## config.mk

```make
export PLATFORM = sky130hd
export DESIGN_NAME = pong_score_ctrl
export DESIGN_NICKNAME = d
export VERILOG_FILES = /design/src/rtl/pong_score_ctrl.sv
export SDC_FILE = /design/constraint.sdc
export NUM_CORES = 1
export LEC_CHECK = 0
export ABC_CLOCK_PERIOD_IN_PS = 2450
export CAP_MARGIN = 25
export CORE_MARGIN = 10
export CORE_UTILIZATION = 39
export DETAILED_ROUTE_END_ITERATION = 16
export GPL_ROUTABILITY_DRIVEN = 0
export GPL_TIMING_DRIVEN = 0
export PLACE_DENSITY = 0.61
export SYNTH_ARGS = -nofsm -noshare
export SYNTH_HDL_FRONTEND = slang
export SYNTH_SLANG_ARGS = --single-unit
```

## constraint.sdc

```tcl
create_clock -name clk -period 2.45 [get_ports clk]
set_input_delay 0.245 -clock clk [delete_from_list [all_inputs] [get_ports clk]]
set_output_delay 0.245 -clock clk [all_outputs]
set_load 0.005 [all_outputs]
```

## src/rtl/pong_score_ctrl.sv

```systemverilog
// Game control and scoring for the pong board: input conditioning, game FSM,
// lives, a 4-digit BCD score and the multiplexed 7-segment scan.
module pong_score_ctrl #(
  parameter int INIT_LIVES   = 3,
  parameter int SCORE_FRAMES = 60,
  parameter int MISS_FRAMES  = 120,
  parameter int DEB_CYCLES   = 1000000,
  parameter int REFRESH_DIV  = 100000
) (
  input  logic       clk,
  input  logic       rst,
  input  logic       vs,
  input  logic       lose,
  input  logic       btn_start,
  output logic       play,
  output logic [1:0] lives,
  output logic       game_over,
  output logic [7:0] seg,
  output logic [3:0] an
);

  localparam int FW = $clog2(SCORE_FRAMES + 1);
  localparam int MW = $clog2(MISS_FRAMES + 1);
  localparam int DW = $clog2(DEB_CYCLES + 1);
  localparam int RW = $clog2(REFRESH_DIV + 1);

  typedef enum logic [2:0] {IDLE, PLAY, PAUSE, MISS, OVER} state_t;

  state_t         state_reg;
  logic [15:0]    score_reg;
  logic [FW-1:0]  frame_cnt_reg;
  logic [MW-1:0]  miss_cnt_reg;

  // Synchronizer bits are packed {btn_start, lose, vs}; idle levels are 0,0,1.
  logic [2:0]     sync1_reg, sync2_reg;
  logic           vs_prev_reg, lose_prev_reg;
  logic           frame_tick, lose_rise;

  logic           deb_level_reg, deb_prev_reg, btn_press;
  logic [DW-1:0]  deb_cnt_reg;

  logic [RW-1:0]  refresh_cnt_reg;
  logic [1:0]     digit_idx_reg;
  logic [3:0]     cur_digit;
  logic [7:0]     cur_seg;

  always_ff @(posedge clk) begin
    if (rst) begin
      sync1_reg     <= 3'b001;
      sync2_reg     <= 3'b001;
      vs_prev_reg   <= 1'b1;
      lose_prev_reg <= 1'b0;
      frame_tick    <= 1'b0;
      lose_rise     <= 1'b0;
    end else begin
      sync1_reg     <= {btn_start, lose, vs};
      sync2_reg     <= sync1_reg;
      vs_prev_reg   <= sync2_reg[0];
      lose_prev_reg <= sync2_reg[1];
      frame_tick    <= vs_prev_reg & ~sync2_reg[0];
      lose_rise     <= ~lose_prev_reg & sync2_reg[1];
    end
  end

  // Level flips only after DEB_CYCLES consecutive disagreeing samples.
  always_ff @(posedge clk) begin
    if (rst) begin
      deb_level_reg <= 1'b0;
      deb_prev_reg  <= 1'b0;
      deb_cnt_reg   <= '0;
      btn_press     <= 1'b0;
    end else begin
      if (sync2_reg[2] != deb_level_reg) begin
        if (deb_cnt_reg == DW'(DEB_CYCLES - 1)) begin
          deb_level_reg <= sync2_reg[2];
          deb_cnt_reg   <= '0;
        end else begin
          deb_cnt_reg <= deb_cnt_reg + 1'b1;
        end
      end else begin
        deb_cnt_reg <= '0;
      end
      deb_prev_reg <= deb_level_reg;
      btn_press    <= deb_level_reg & ~deb_prev_reg;
    end
  end

  function automatic logic [15:0] bcd_inc(input logic [15:0] s);
    logic [15:0] r;
    logic        carry;
    r     = s;
    carry = 1'b1;
    for (int i = 0; i < 4; i++) begin
      if (carry) begin
        if (r[i*4 +: 4] == 4'd9) begin
          r[i*4 +: 4] = 4'd0;
        end else begin
          r[i*4 +: 4] = r[i*4 +: 4] + 4'd1;
          carry       = 1'b0;
        end
      end
    end
    if (s == 16'h9999) r = s;
    return r;
  endfunction

  always_ff @(posedge clk) begin
    if (rst) begin
      state_reg     <= IDLE;
      score_reg     <= '0;
      frame_cnt_reg <= '0;
      miss_cnt_reg  <= '0;
      lives         <= 2'(INIT_LIVES);
      play          <= 1'b0;
      game_over     <= 1'b0;
    end else begin
      case (state_reg)
        IDLE: begin
          score_reg     <= '0;
          frame_cnt_reg <= '0;
          lives         <= 2'(INIT_LIVES);
          if (btn_press) begin
            state_reg <= PLAY;
            play      <= 1'b1;
          end
        end
        PLAY: begin
          if (lose_rise) begin
            lives <= lives - 2'd1;
            play  <= 1'b0;
            if (lives == 2'd1) begin
              state_reg <= OVER;
              game_over <= 1'b1;
            end else begin
              state_reg    <= MISS;
              miss_cnt_reg <= '0;
            end
          end else if (btn_press) begin
            state_reg <= PAUSE;
            play      <= 1'b0;
          end else if (frame_tick) begin
            if (frame_cnt_reg == FW'(SCORE_FRAMES - 1)) begin
              frame_cnt_reg <= '0;
              score_reg     <= bcd_inc(score_reg);
            end else begin
              frame_cnt_reg <= frame_cnt_reg + 1'b1;
            end
          end
        end
        PAUSE: begin
          if (btn_press) begin
            state_reg <= PLAY;
            play      <= 1'b1;
          end
        end
        MISS: begin
          if (frame_tick) begin
            if (miss_cnt_reg == MW'(MISS_FRAMES - 1)) begin
              miss_cnt_reg <= '0;
              state_reg    <= PLAY;
              play         <= 1'b1;
            end else begin
              miss_cnt_reg <= miss_cnt_reg + 1'b1;
            end
          end
        end
        OVER: begin
          if (btn_press) begin
            state_reg     <= IDLE;
            game_over     <= 1'b0;
            lives         <= 2'(INIT_LIVES);
            score_reg     <= '0;
            frame_cnt_reg <= '0;
          end
        end
        default: begin
          state_reg <= IDLE;
          play      <= 1'b0;
          game_over <= 1'b0;
        end
      endcase
    end
  end

  function automatic logic [7:0] seg_pattern(input logic [3:0] d);
    case (d)
      4'd0:    return 8'hC0;
      4'd1:    return 8'hF9;
      4'd2:    return 8'hA4;
      4'd3:    return 8'hB0;
      4'd4:    return 8'h99;
      4'd5:    return 8'h92;
      4'd6:    return 8'h82;
      4'd7:    return 8'hF8;
      4'd8:    return 8'h80;
      4'd9:    return 8'h90;
      default: return 8'hFF;
    endcase
  endfunction

  assign cur_digit = score_reg[{digit_idx_reg, 2'b00} +: 4];

  always_comb begin
    cur_seg = seg_pattern(cur_digit);
    if (game_over && digit_idx_reg == 2'd0) cur_seg[7] = 1'b0;
  end

  // an and seg load on the same edge so a digit never shows another's pattern.
  always_ff @(posedge clk) begin
    if (rst) begin
      refresh_cnt_reg <= '0;
      digit_idx_reg   <= 2'd0;
      an              <= 4'hF;
      seg             <= 8'hFF;
    end else if (refresh_cnt_reg == RW'(REFRESH_DIV - 1)) begin
      refresh_cnt_reg <= '0;
      digit_idx_reg   <= digit_idx_reg + 2'd1;
      an              <= ~(4'b0001 << digit_idx_reg);
      seg             <= cur_seg;
    end else begin
      refresh_cnt_reg <= refresh_cnt_reg + 1'b1;
    end
  end

endmodule
```

Word level (Yosys, flattened, before mapping). Memory sizes are Yosys's and may differ from the RTL's. A register that Yosys moved wholly into a read port is not among the register bits. Cells that the tools add are included.

Register bits after elaboration: 100. Bits in read-only memories: 112. Input port bits: 5. Output and inout port bits: 16. Word-level logic and storage cells: 167. Memories kept: 1.

Memory list: (name not given) (words 16, bits a word 7, rd ports 1, clocked after memory_dff 1, wr ports 0, RTL line 186) `case (d)`.

$add $sub $neg: 10. Eq/ne operators: 31. Shift-type cells: 2. Mux-type cells: 69. Bitwise operators: 10. Reductions and logical operators: 20.

Operators with widths (number): two-way mux 16 bit (6); one-hot mux 16 bit (3 select lines) (1); two-way mux 1 bit (31); two-way mux 6 bit (5); two-way mux 4 bit (7); two-way mux 7 bit (4); != test 2 bit (second input constant) (14); AND reduction 8 bit (3); two-way mux 3 bit (7); adder 20 x 1 -> 20 bit (second input constant) (1); equality test 20 bit (second input constant) (1); one-hot mux 6 bit (3 select lines) (1); adder 17 x 1 -> 17 bit (second input constant) (1); equality test 17 bit (second input constant) (1); adder 4 x 1 -> 4 bit (second input constant) (4); equality test 16 bit (second input constant) (1); equality test 4 bit (second input constant) (4); indexed part select 16 x 5 -> 4 bit (1); AND reduction 5 bit (3); one-hot mux 7 bit (2 select lines) (1); one-hot mux 3 bit (4 select lines) (1); AND reduction 4 bit (2); adder 7 x 1 -> 7 bit (second input constant) (1); equality test 7 bit (second input constant) (1); other kinds (29) (40).

Depth between registers and ports, before layout.
Depth in word-level cells: 29. Gate-level depth with buffers: 7. Depth with buffers taken out: 7.

Worst setup path after synthesis. No wires, ideal clock.

Path type: reg-to-reg. Start point: register digit_idx_reg[0]. End point: register seg[1]. Setup time: 0.134 ns. Arrival time: 1.880 ns. Data required time: 2.316 ns. Setup slack: 0.437 ns. Cell stages (with the launch flop): 6. Period minus slack after synthesis: 2.013 ns. Cell sequence: dfxtp_1 mux4_2 or2_1 and2_1 a2111oi_0 a21oi_1.

Cells in the longest elaborated chain, start to end: 1.

RTL lines: start: declaration (RTL line 43) `logic [1:0] digit_idx_reg;`; start signal: assignment (RTL line 217) `digit_idx_reg <= digit_idx_reg + 2'd1;`; indexed part select 16 x 5 -> 4 bit (RTL line 201) `assign cur_digit = score_reg[{digit_idx_reg, 2'b00} +: 4];`; end: declaration (RTL line 18) `output logic [7:0] seg,`.

No other way between the ends. A chain may end at the register's enable or synchronous reset.

Worst setup path in the final report.
Start point: register score_reg[4]. End point: register score_reg[9].

Cells in the longest elaborated chain, start to end: 11. Elaborated cells on any way between the ends: 13.

RTL lines: start: declaration (RTL line 30) `logic [15:0] score_reg;`; start signal: assignment (RTL line 144) `score_reg <= bcd_inc(score_reg);`; equality test 4 bit (RTL line 95) `if (r[i*4 +: 4] == 4'd9) begin`; two-way mux 1 bit (RTL line 95); two-way mux 1 bit (RTL line 94) `if (carry) begin`; two-way mux 1 bit (RTL line 142) `if (frame_cnt_reg == FW'(SCORE_FRAMES - 1)) begin`; two-way mux 1 bit (RTL line 141) `end else if (frame_tick) begin`; two-way mux 1 bit (RTL line 138) `end else if (btn_press) begin`; two-way mux 1 bit (RTL line 128) `if (lose_rise) begin`; two-way mux 1 bit (RTL line 117) `case (state_reg)`; two-way mux 1 bit (RTL line 108) `if (rst) begin`; != test 2 bit (no line); AND reduction 8 bit (no line) (*).

Mark *: on every way between the ends. The rest lies on a longest branch, timed or not. The select of a mux whose other input is x is not followed.

==> results.md <==
- DRT iter0 DRCs: between 300 and 400
- Number of diodes: 0
- Hold path endpoint: btn_press
- Req. time, crit path: roughly 2.7 ns
- H-tree levels: 3
- FP Rows: 40
- Cell area power density: ~590 mW/mm2
- HP Start: deb_prev_reg
- # clock sinks: 100
- Largest area contributor in the netlist: dfxtp_1
- Top cell type's share of synthesized area: 0.411
- First-pass GRT wire length: 19,100 um
- Async SR Flop Fraction: 0
- Synth cell count leaders: dfxtp_1, nor2_1, nand2_1, nand3_1
- Hold Buf Count CTS: 0
- Share of cells above drive strength 1: 0.0588
- CTS max path bufs: 2
- Critical path buffers and inverters: 0
- Worst Max-Slew Pin Slew: slightly below 0.9 ns
- RSZ-0062 raised after global routing: no
- Syn Area/Cell: between 8 and 9 um2
- Post-synthesis sequential area ratio: 0.411
- Max stage delay on crit path: approximately 0.51 ns
- Port buffer count: 19
- Critical R2R Capture: score_reg[9]
- Die width: between 100 and 150 um
- Status: completed
- Pre-antenna DRT Iters: 5
- Fmax: around 450 MHz
- Congestion Overflow GR: 0
- HP Class: flop to flop
- Distinct cells, synth: 66
- Post-DRT Antenna Nets: 0
- Synth Area in XOR/XNOR: 0.0701
- Top_reg_cell synth: dfxtp_1
- Hold Vio Cnt, Final: 0
- Syn Nets: 586
- Largest net degree at the start of global routing: 17
- Largest family of logic cells by synthesized area: simple AND/OR/NAND/NOR gates
- Post-CTS Setup Bufs: 0
- Vias in the first global route: 4,004
- CTS buffer count: 9
- Clk_lat worst skew: 0.35 ns
- Pins Over Slew Limit: 0
- Via count of the routed design: between 4,000 and 5,000
- Final Setup Violations: 0
- Core Area: around 0.012 mm2
- Setup slack, reg-to-reg: roughly 0.22 ns
- Max FFs per register: 20
- Worst path top cell family by delay: simple AND/OR/NAND/NOR gates
- Drt drc: 0
- Final TNS setup: 0 ns
- Nets: about 600
- Crit Path Max Fanout: 6
- Layout area overhead: 15.5%
- CP Cell Sequence: ha_1 -> nand3b_1 -> nor4_2 -> a21oi_1 -> or4_1 -> o31ai_1
- Clock-pin slew on the worst setup and hold paths: 0.07 ns
- Die Ht: between 100 and 150 um
- Worst vdd ir: ~280 uV
- Post-synthesis register bit count: 100
- Leak: approximately 2 nW
- Hpwl dp: approximately 8000 um
- Total GRT Usage: 0.129
- Worst slew margin: 0.395
- Syn Std Cell Area: 0.00488 mm2
- Reg2reg path depth: 6
- Multi-input logic area: 0.00273 mm2
- Critical Path Stages: 6
- Period utilization: 0.912
- Simple-gate share of the synthesized area: 0.269
- Synth Area in Compound Gates: 0.131
- Setup crit end kind: flop
- Hold path depth: 1
- Critical path arrival: between 2 and 2.5 ns
- Top cells by area, synth: dfxtp_1, nor2_1, ha_1
- Crit-path slowest cell: or4_1
- Final WL: around 11,000 um
- Post-synth EDFFs: 0
- Worst setup skew after layout: between 0.006 and 0.007 ns
- Most frequent cell after synthesis: dfxtp_1
- Adder-cell share of the synthesized area: 0.0565
- Vias per cell: 5.34
- Reg2reg start: score_reg[4]
- Filler Cells Inserted: approximately 1,200
- DR WL/cell: between 10 and 15 um
- Initial antenna violation count: 0
- Syn Inst Count: roughly 560
- Critical path class: flop to flop
- CP startpoint kind: flop
- Syn. warnings: 0
- IO Pins: 21
- Max Cap Viol: 0
- Root buf cell: clkbuf_16
- Post-cts resize count: 0
- Fin crit period: between 2 and 2.5 ns
- Flip-flop and latch area: 0.00200 mm2
- Initial Util: 0.403
- Die area: 0.0174 mm2
- CTS tree: built
- Tot Pwr: ~3.3 mW
- Post-synthesis mux area share: 0.0310
kinds of logic after synthesis:
kind of cell / after synthesis
buffers and inverters: 40
AO/OA/AOI/OAI: 93
multiplexers: 10
XOR/XNOR: 39
flip-flops: 100
adder cells (fa/ha/maj): 22
AND/OR/NAND/NOR: 255
metal layers:
metal | global-route usage | part of all wire | wire [um] | up-vias
li1 | - | - | - | 2048
met1 | 0.156 | 0.46 | 5110 | 1920
met2 | 0.221 | 0.48 | 5360 | 92
met3 | 0.0339 | 0.048 | 539 | 13
met4 | 0.0352 | 0.011 | 118 | 0
met5 | 0 | 0 | 0 | -
layout make-up:
class | instances | area share
Timing Repair Buffer | 20 | 0.0347
Multi-Input combinational cell | 419 | 0.484
Sequential cell | 100 | 0.355
Clock inverter | 6 | 0.0198
Inverter | 22 | 0.0147
Clock buffer | 10 | 0.0407
Buffer | 18 | 0.0133
Tap cell | 168 | 0.0373
cells in the final DEF, fill, tap and decap left out, types with 3 or more instances in the layout:
| cell type | Yosys | routed |
|---|---|---|
| a211oi_1 | 4 | 4 |
| a21oi_1 | 25 | 24 |
| a221o_1 | 3 | 3 |
| and2_1 | 5 | 5 |
| and3_1 | 8 | 8 |
| and4_1 | 3 | 3 |
| buf_1 | 2 | 3 |
| bufinv_16 | 0 | 3 |
| clkbuf_1 | 15 | 15 |
| clkbuf_16 | 0 | 9 |
| clkdlybuf4s50_1 | 0 | 19 |
| dfxtp_1 | 100 | 100 |
| ha_1 | 22 | 22 |
| inv_1 | 22 | 22 |
| mux2i_1 | 5 | 5 |
| mux4_2 | 4 | 4 |
| nand2_1 | 47 | 47 |
| nand2b_1 | 5 | 5 |
| nand3_1 | 29 | 29 |
| nand3b_1 | 6 | 6 |
| nand4_1 | 14 | 14 |
| nor2_1 | 74 | 74 |
| nor2b_1 | 14 | 14 |
| nor3_1 | 8 | 8 |
| nor3b_1 | 3 | 3 |
| nor4_1 | 11 | 10 |
| nor4b_1 | 5 | 5 |
| o211ai_1 | 6 | 6 |
| o21ai_0 | 22 | 22 |
| o311ai_0 | 3 | 3 |
| o31ai_1 | 4 | 4 |
| or2_2 | 4 | 4 |
| or3_1 | 4 | 4 |
| xnor2_1 | 14 | 14 |
| xor2_1 | 25 | 25 |
power breakdown:
part	internal, mW	leakage, nW	switching, mW
clock	1.00	0.163	0.620
sequential	1.64	0.808	0.00985
combinational	0.0279	1.06	0.0457
total	2.67	2.03	0.675
worst max-delay path by stage:
| stage | endpoint | slack, ns | startpoint |
|---|---|---|---|
| 2_1_floorplan | seg[1] | 0.44 | digit_idx_reg[0] |
| 3_3_place_gp | score_reg[9] | 0.12 | score_reg[4] |
| 3_5_place_dp | score_reg[9] | 0.10 | score_reg[4] |
| 4_1_cts | score_reg[9] | 0.09 | score_reg[4] |
| 5_1_grt | score_reg[9] | 0.003 | state_reg[2] |
| 6_report | score_reg[9] | 0.22 | score_reg[4] |
stage by stage:
| step | instance area (um2) | util | std cells | setup slack [ns] | hold WS (ns) |
|---|---|---|---|---|---|
| after global placement | 5280 | 0.436 | 746 | 0.125 | 0.377 |
| after detailed placement | 5280 | 0.436 | 746 | 0.103 | 0.385 |
| after CTS | 5620 | 0.464 | 762 | 0.0887 | 0.393 |
| after global routing | 5630 | 0.465 | 763 | 0.00286 | 0.398 |
| final | 5630 | 0.465 | 763 | 0.216 | 0.389 |
| after floorplan | 4880 | - | 559 | 0.437 | 0.349 |
No activity file was read; power rests on OpenSTA's default activity.
